**config.mk**
```make
export PLATFORM = sky130hd
export DESIGN_NAME = flag_unit
export DESIGN_NICKNAME = d
export VERILOG_FILES = /design/src/rtl/flag_unit.sv
export SDC_FILE = /design/constraint.sdc
export NUM_CORES = 1
export LEC_CHECK = 0
export CAP_MARGIN = 20
export CORE_AREA = 5 5 42 44
export CTS_CLUSTER_DIAMETER = 150
export DETAILED_ROUTE_END_ITERATION = 8
export DIE_AREA = 0 0 47 49
export MAX_ROUTING_LAYER = met4
export PLACE_DENSITY = 0.73
export SLEW_MARGIN = 20
export SYNTH_ARGS = -nofsm -noshare
export SYNTH_HDL_FRONTEND = slang
export SYNTH_SLANG_ARGS = --single-unit
```
**constraint.sdc**
```tcl
create_clock -name clk -period 1.2 [get_ports clk]
set_input_delay 0.12 -clock clk [delete_from_list [all_inputs] [get_ports clk]]
set_output_delay 0.12 -clock clk [all_outputs]
set_load 0.02 [all_outputs]
```
**src/rtl/flag_unit.sv**
```systemverilog
// -----------------------------------------------------------------------------
// flag_unit
//
// Producer side of the N/V/Z condition-flag interface used by branch/PC control.
// It holds the architectural flag register and decides, per EX opcode, which
// flags the EX instruction updates. It drives the flag bus F = {N, V, Z} that the
// branch decision reads. The bus either bypasses same-cycle EX results
// (FORWARD = 1), or shows only the registered value and raises flag_hazard so
// that a dependent conditional branch in ID waits one cycle (FORWARD = 0).
//
// Parameters
//   FORWARD      1: F carries this cycle's EX flag write combinationally
//                0: F is registered only; flag_hazard stalls dependent branches
//
// Ports
//   clk          system clock, rising edge
//   rst          synchronous active-high reset
//   ex_valid     EX holds a real (non-bubble) instruction
//   ex_opcode    opcode of the EX instruction
//   alu_result   ALU result of the EX instruction (drives Z)
//   alu_ovfl     ALU signed overflow of the EX instruction (drives V)
//   alu_neg      ALU result sign of the EX instruction (drives N)
//   stall        pipeline freeze, EX does not advance
//   flush        EX instruction is squashed
//   hlt          processor halted, all state frozen
//   id_opcode    opcode of the instruction in ID
//   id_cond      condition field of the branch in ID
//   F            {N, V, Z} to branch/PC control
//   flag_hazard  ID branch must stall one cycle (FORWARD = 0 only)
//   flags_q      raw registered {N, V, Z}
//
// Handshake note: there is no valid/ready pair here. A flag write happens when
// ex_valid is high and none of rst/stall/flush/hlt is asserted. The write is
// visible on flags_q one cycle later.
// -----------------------------------------------------------------------------
module flag_unit #(
    parameter logic FORWARD = 1'b1
) (
    input  logic        clk,
    input  logic        rst,
    input  logic        ex_valid,
    input  logic [3:0]  ex_opcode,
    input  logic [15:0] alu_result,
    input  logic        alu_ovfl,
    input  logic        alu_neg,
    input  logic        stall,
    input  logic        flush,
    input  logic        hlt,
    input  logic [3:0]  id_opcode,
    input  logic [2:0]  id_cond,
    output logic [2:0]  F,
    output logic        flag_hazard,
    output logic [2:0]  flags_q
);

    localparam logic [3:0] OP_ADD = 4'b0000;
    localparam logic [3:0] OP_SUB = 4'b0001;
    localparam logic [3:0] OP_XOR = 4'b0010;
    localparam logic [3:0] OP_SLL = 4'b0100;
    localparam logic [3:0] OP_SRA = 4'b0101;
    localparam logic [3:0] OP_ROR = 4'b0110;
    localparam logic [3:0] OP_B   = 4'b1100;
    localparam logic [3:0] OP_BR  = 4'b1101;

    localparam logic [2:0] COND_ALWAYS = 3'b111;

    logic       wr_nvz;       // EX opcode writes N, V and Z
    logic       wr_z;         // EX opcode writes Z only
    logic       wr_class;     // EX opcode writes any flag
    logic       wr_en;
    logic       z_new;
    logic [2:0] flags_merged; // flags_q with this opcode's write class applied
    logic [2:0] flags_d;
    logic       id_cond_branch;
    logic       hazard_raw;

    // Write-class decode
    always_comb begin
        wr_nvz = 1'b0;
        wr_z   = 1'b0;
        case (ex_opcode)
            OP_ADD, OP_SUB:                 wr_nvz = 1'b1;
            OP_XOR, OP_SLL, OP_SRA, OP_ROR: wr_z   = 1'b1;
            default: begin
                wr_nvz = 1'b0;
                wr_z   = 1'b0;
            end
        endcase
    end

    assign wr_class = wr_nvz | wr_z;
    assign z_new    = (alu_result == 16'h0000);

    // rst is included so that nothing writes, and nothing is bypassed onto F,
    // while reset is held.
    assign wr_en = ex_valid & wr_class & ~stall & ~flush & ~hlt & ~rst;

    // Flags outside the write class keep their registered value.
    always_comb begin
        flags_merged = flags_q;
        if (wr_nvz) begin
            flags_merged = {alu_neg, alu_ovfl, z_new};
        end else if (wr_z) begin
            flags_merged = {flags_q[2], flags_q[1], z_new};
        end
    end

    assign flags_d = wr_en ? flags_merged : flags_q;

    always_ff @(posedge clk) begin
        if (rst) begin
            flags_q <= 3'b000;
        end else begin
            flags_q <= flags_d;
        end
    end

    // Unconditional branches (cond 111) never depend on flags.
    assign id_cond_branch = ((id_opcode == OP_B) || (id_opcode == OP_BR)) &&
                            (id_cond != COND_ALWAYS);

    // The hazard ignores stall and hlt. Holding the ID branch while the pipe
    // is frozen costs nothing and keeps this path simple.
    assign hazard_raw = id_cond_branch & ex_valid & ~flush & wr_class;

    // flags_d equals flags_q whenever there is no write, so with bypass
    // enabled F is simply the next-state value.
    assign F           = FORWARD ? flags_d : flags_q;
    assign flag_hazard = FORWARD ? 1'b0 : hazard_raw;

endmodule

```
==> impl_metrics.py <==
metrics = {
    "global_route": {
        "grt_use_total_pct": 10.3,
        "grt-ovfl-total": 0,
        "antenna_found_initial": 0,
        "grt_max_degree": 5,
        "grt_pass1_wl_um": 1750,
        "grt_pass1_vias": 469,
    },
    "pwr": {
        "switching_share_pct": 24.3,
        "netSwitchingPower_mw": 0.0934,
        "clockPowerShare_pct": 47.4,
        "intPower_mw": 0.291,
        "p_comb_share_pct": 26.5,
        "power_density_nw_per_um2": 551,
        "power_mw": 0.384,
        "p_seq_share_pct": 26.1,
        "p_leak_nw": 0.327,
        "peakVddDrop_mv": 0.205,
    },
    "cts": {
        "tritoncts": "done",
        "cts_buffers": 3,
        "cts_sinks": 3,
        "cts_buffer_depth": 2,
        "htree_levels": 1,
        "cts-root-buf": "clkbuf_4",
        "holdBufCountCts": 0,
        "clk_pin_slew_worst_paths_ps": 40,
        "clk_latency_ps": 240,
    },
    "synthesis": {
        "yosysUniqueCellTypes": 16,
        "synth-seq-area-share_pct": 27.3,
        "syn_avg_cell_area_sq_um": 7.86,
        "synth.most_common_cell": "nor4_1",
        "synthArstFlopShare_pct": 0,
        "synth_top_family_by_area": "simple AND/OR/NAND/NOR gates",
        "syn_inst": 28,
        "synth_mux_area_share_pct": 9.09,
        "syn_area_sq_um": 220,
        "postSynthNetCount": 63,
        "yosys_warnings": 0,
        "yosysTopAreaCell": "dfxtp_1",
        "synthXorXnorAreaFrac_pct": 0,
        "synth_top_cells_by_count": "5 x nor4_1, 3 x dfxtp_1, 3 x nand2_1",
        "synth-seq-cells": 3,
        "synth_area_leaders": "dfxtp_1 27%, nor4_1 14%, mux2i_1 9.1%",
        "synth-adder-area-share_pct": 0,
        "synth_edf_count": 0,
        "synth_top_area_share_pct": 27.3,
        "synth_compound_area_share_pct": 12.5,
        "yosys_most_used_dff": "dfxtp_1",
        "synth-simple-area-share_pct": 44.3,
    },
    "routing": {
        "wl_um": 1130,
        "wl_per_cell_um": 12.3,
        "vias": 417,
        "top_layer_used": "met4",
        "viasPerCell": 4.53,
        "met2_length_um": 572,
        "first_pass_iters": 3,
        "wl_met3_um": 139,
        "drc": 0,
        "drtAntennaViolNets": 0,
        "dr.first_iter.drc_count": 3,
        "met1_length_um": 400,
    },
    "placed_design": {
        "placedCellCount": 83,
        "place_ws_ps": -831,
        "place_congestion": 0.718,
        "port_buffers": 33,
        "dp.final_hpwl_um": 848,
        "dpl_cell_area_sq_um": 616,
    },
    "setup_path": {
        "cp-end-kind": "output port",
        "criticalPathCategory": "primary input to output port",
        "crit_arrival_ps": 1160,
        "start_kind": "primary input",
        "cp.required_ps": 1080,
        "crit_path_max_fanout": 2,
    },
    "sta": {
        "fmax_mhz": 783,
        "drv_slew": 0,
        "finalHoldViolations": 0,
        "finalSetupViolations": 2,
        "skew_ps": 0,
        "whs_ps": 216,
        "min_period_ps": 1280,
        "period_share_pct": 106,
        "rsz0062_at_grt": "true",
        "fin_tns_setup_ps": -153,
        "setup_slack_ps": -77.2,
    },
    "layout": {
        "drive_gt1_share_pct": 57.9,
        "antenna_cells": 0,
        "largest_reg_flops": 3,
        "nets": 112,
        "largest_register": "flags_q",
        "layout.cells.non_filler": 92,
        "syn2layout_area_growth_pct": 216,
        "largest_registers": "flags_q x3",
        "final_area_sq_um": 697,
        "post-route-util_pct": 49.7,
    },
    "floorplan": {
        "core_sq_um": 1400,
        "ioPinCount": 42,
        "dieArea_sq_um": 2300,
        "fp-row-count": 14,
        "start_util_pct": 15.7,
        "dieHeight_um": 49,
        "die_w_um": 47,
    },
    "status": {
        "status": "finished with violations",
        "violations": "setup timing",
    },
    "min_path": {
        "worstHoldPathType": "primary input to flop",
    },
    "run": {
        "drv_cap": 0,
    },
}
==> logic make-up after synthesis <==
| logic type | Yosys count |
|---|---|
| AND/OR/NAND/NOR | 15 |
| other | 1 |
| multiplexers | 2 |
| flip-flops | 3 |
| AO/OA/AOI/OAI | 5 |
| buffers and inverters | 2 |
==> worst max-delay path, stage by stage <==
cell     delay, ps
buf_6           90
or4b_4         560
o21ai_4        180
nand2_2         70
buf_6          130
==> power by group through the flow <==
stage / sequential, mW / combinational (mW) / clock [mW]
2_1_floorplan: 0.102 / 0.0152 / 0
3_3_place_gp: 0.102 / 0.111 / 0
3_5_place_dp: 0.102 / 0.113 / 0
4_1_cts: 0.100 / 0.0944 / 0.189
5_1_grt: 0.100 / 0.109 / 0.197
6_report: 0.100 / 0.102 / 0.182
==> cell type report <==
class	count	area [sq um]
Sequential cell	3	60.1
Multi-Input combinational cell	23	211
Fill cell	159	704
Clock buffer	4	26.3
Tap cell	16	20.0
Timing Repair Buffer	45	375
Inverter	1	3.75
==> cells in the final DEF, fill, tap and decap left out <==
| cell | n |
|---|---|
| o21ai_2 | 1 |
| conb_1 | 1 |
| dfxtp_1 | 3 |
| buf_2 | 3 |
| nor4_1 | 1 |
| clkdlybuf4s15_1 | 5 |
| a211oi_2 | 1 |
| nand2_1 | 2 |
| o21ai_4 | 1 |
| nand4_1 | 1 |
| inv_1 | 1 |
| clkdlybuf4s50_1 | 2 |
| buf_6 | 8 |
| clkbuf_4 | 3 |
| nand2b_1 | 1 |
| buf_4 | 11 |
| clkbuf_1 | 1 |
| nor4_2 | 4 |
| nand2_2 | 1 |
| or4_4 | 1 |
| clkbuf_2 | 6 |
| mux2i_1 | 2 |
| dlygate4sd2_1 | 10 |
| nand3_1 | 2 |
| nor4b_2 | 1 |
| a21oi_2 | 2 |
| or4b_4 | 1 |
==> path summary, 6_finish.rpt <==
| path | start | endpoint | slack, ps | cells after the start |
|---|---|---|---|---|
| max | ex_opcode[3] | F[2] | -80 | 5 |
| min | alu_result[9] | flags_q[0] | 220 | 4 |
| max reg2reg | flags_q[2] | flags_q[2] | 260 | 5 |
| min reg2reg | flags_q[0] | flags_q[0] | 610 | 3 |
==> layer usage <==
metal / vias to the layer above / track usage, %
met5: - / -
li1: 203 / -
met1: 182 / 10.8
met2: 30 / 17.9
met3: 2 / 1.11
met4: 0 / 5.53
==> repair_timing <==
item / 4_1_cts / 5_1_grt
resized for setup: 80 / 22
gates cloned: 0 / 0
pin swaps: 13 / 10
endpoints found under the setup margin: 8 / 4
setup buffers: 8 / 1
No activity file was read; power rests on OpenSTA's default activity.
==> patch (config.mk and constraints unchanged) <==
Put one more register stage on the output `flags_q`, cleared by the reset. The value now appears one clock later. The other outputs are not delayed to match. Comments in the files are not updated.
--- a/src/rtl/flag_unit.sv
+++ b/src/rtl/flag_unit.sv
@@ -64,6 +64,8 @@
 
     localparam logic [2:0] COND_ALWAYS = 3'b111;
 
+    logic [2:0] flags_q_s0;
+
     logic       wr_nvz;       // EX opcode writes N, V and Z
     logic       wr_z;         // EX opcode writes Z only
     logic       wr_class;     // EX opcode writes any flag
@@ -97,21 +99,21 @@
 
     // Flags outside the write class keep their registered value.
     always_comb begin
-        flags_merged = flags_q;
+        flags_merged = flags_q_s0;
         if (wr_nvz) begin
             flags_merged = {alu_neg, alu_ovfl, z_new};
         end else if (wr_z) begin
-            flags_merged = {flags_q[2], flags_q[1], z_new};
+            flags_merged = {flags_q_s0[2], flags_q_s0[1], z_new};
         end
     end
 
-    assign flags_d = wr_en ? flags_merged : flags_q;
+    assign flags_d = wr_en ? flags_merged : flags_q_s0;
 
     always_ff @(posedge clk) begin
         if (rst) begin
-            flags_q <= 3'b000;
+            flags_q_s0 <= 3'b000;
         end else begin
-            flags_q <= flags_d;
+            flags_q_s0 <= flags_d;
         end
     end
 
@@ -125,8 +127,16 @@
 
     // flags_d equals flags_q whenever there is no write, so with bypass
     // enabled F is simply the next-state value.
-    assign F           = FORWARD ? flags_d : flags_q;
+    assign F           = FORWARD ? flags_d : flags_q_s0;
     assign flag_hazard = FORWARD ? 1'b0 : hazard_raw;
+
+    always_ff @(posedge clk) begin
+        if (rst) begin
+            flags_q <= '0;
+        end else begin
+            flags_q <= flags_q_s0;
+        end
+    end
 
 endmodule
 
Check against the original RTL: not equivalent (a bounded check fails within 4 cycles, from zero or initial values and one cycle with rst high).
==> patch against the original RTL <==
The run still ends with setup timing left; setup slack gained 0.027 ns; wire length shrank 2.7%; maximum frequency grew 2.2%; power grew 28%; sequential cell count grew 3; cell area grew 5.4%; area after synthesis grew 38%; utilization grew 2.7 points; critical path type unchanged; largest power group is now sequential cells.
==> patch: results (changes against the original RTL) <==
| Metric | Value |
|---|---|
| Worst Setup EP | F[1] |
| Syn Std Cell Area | 304.0 um^2 (+38%) |
| Sequential cell area share | 0.1635 (+0.07737) |
| NonClk Buf Share | 0.4872 (-0.05138) |
| Worst hold path startpoint | rst |
| Total gr overflow | 0 (unchanged) |
| Filler Cells Inserted | 142 (-11%) |
| Multi-input combinational area share | 0.2811 (-0.02232) |
| Place WS | -0.8407 ns (-0.009898 ns) |
| Worst flop-to-flop path endpoint | flags_q_s0[1]$_SDFF_PP0_ |
| Flops & latches, synth | 6 (+3) |
| Gr usage total | 0.1020 (-0.001297) |
| Layout cell share with drive strength beyond 1 | 0.3380 (-0.2409) |
| Library cells used by synthesis | 15 (-1) |
| Placed cells | 80 (-3.6%) |
| CP Max Fanout | 3 (+1) |
| Static leakage | 0.3526 nW (+7.8%) |
| Largest net degree at the start of global routing | 4 (-1) |
| Nets | 108 (-3.6%) |
| Outcome | finished, violations left |
| Multi-input combinational cell area | 206.4 um^2 (-2.4%) |
| Initial DRT Pass Iterations | 2 (-1) |
| R2r setup slk | 0.35 ns (+0.09 ns) |
| Vias in the first global route | 428 (-8.7%) |
| Worst EP arrival | 1.13 ns (-0.03 ns) |
| Placed instance area | 661.9 um^2 (+7.5%) |
| Worst hold slack | 0.2955 ns (+0.07967 ns) |
| Total number of vias | 380 (-8.9%) |
| Inverters | 2 (+1) |
| Final Setup Violations | 3 (+1) |
| Setup TNS | -0.1006 ns (+0.05235 ns) |
| Top cells by area, synth | dfxtp_1 40%, mux2_1 15%, nor4_1 8.2% |
| Largest stage delay, worst path | 0.32 ns (-0.24 ns) |
| Mapped Cells | 30 (+7.1%) |
| Mapped Nets | 65 (+3.2%) |
| Initial DRC count | 1 (-2) |
| Initial antenna violation count | 0 (unchanged) |
| Gpl congestion | 0.6253 (-13%) |
| Final worst slack | -0.05029 ns (+0.02692 ns) |
| Reg-to-Reg Start | flags_q_s0[1]$_SDFF_PP0_ |
| Final std cells w/o fill | 87 (-5.4%) |
| Seq/Total Area, Yosys | 0.3951 (+0.1223) |
| Mux contribution to synthesized area | 0.2140 (+0.1231) |
| Clock Skew | 0.006773 ns (+0.006773 ns) |
| Failing checks | setup timing |
| Post-synth top cells | 6 x dfxtp_1, 4 x mux2_1, 4 x nor4_1 |
| Peak supply drop | 0.4556 mV (+120%) |
| Clk cell area share | 0.03066 (-0.007038) |
| Post-synthesis compound-gate area fraction | 0 (-0.1250) |
| R2R cell count | 2 (-3) |
| Critical path's slowest cell | mux2_4 |
| Detailed Route WL | 1102 um (-2.7%) |
| # clk buffers | 3 (-1) |
| Biggest registers after layout | flags_q (3), flags_q_s0 (3) |
| Worst Setup SP | flush |
| Hold Crit Depth | 3 (-1) |
| Hold Path Sink | flags_q[2]$_SDFF_PP0_ |
| First-pass GRT wire length | 1552 um (-11%) |
| Non-clock buffer count | 39 (-13%) |
| Number of multi-input logic gates | 21 (-8.7%) |
[patch: cell types whose count changed in the layout (fill, tap and decap cells not counted), sizes merged, moves of 3 or more]
cell           unedited run  this run
dfxtp                     3         6
clkdlybuf4s15             5        13
mux2                      0         4
buf                      22        12
clkbuf                   10         3
[patch: timing repair]
action / 4_1_cts / 5_1_grt
gates resized for setup: 67 / 10
endpoints found under the setup margin: 8 / 5
pin swaps: 11 / 7
setup buffers: 3 / 1
gates cloned: 0 / 0
[patch: routing by layer]
metal  vias to the layer above  global-route usage  part of all wire
li1                        190                   -                 -
met1                       157             0.08389              0.31
met2                        33              0.1742              0.51
met3                         0             0.07380              0.19
met4                         0             0.02765                 0
met5                         -                   -                 0
[patch: power breakdown]
part,total [mW],switching [mW],internal (mW)
logic,0.104,0.0344,0.0700
clock network,0.189,0.0753,0.113
registers,0.201,0.000144,0.200
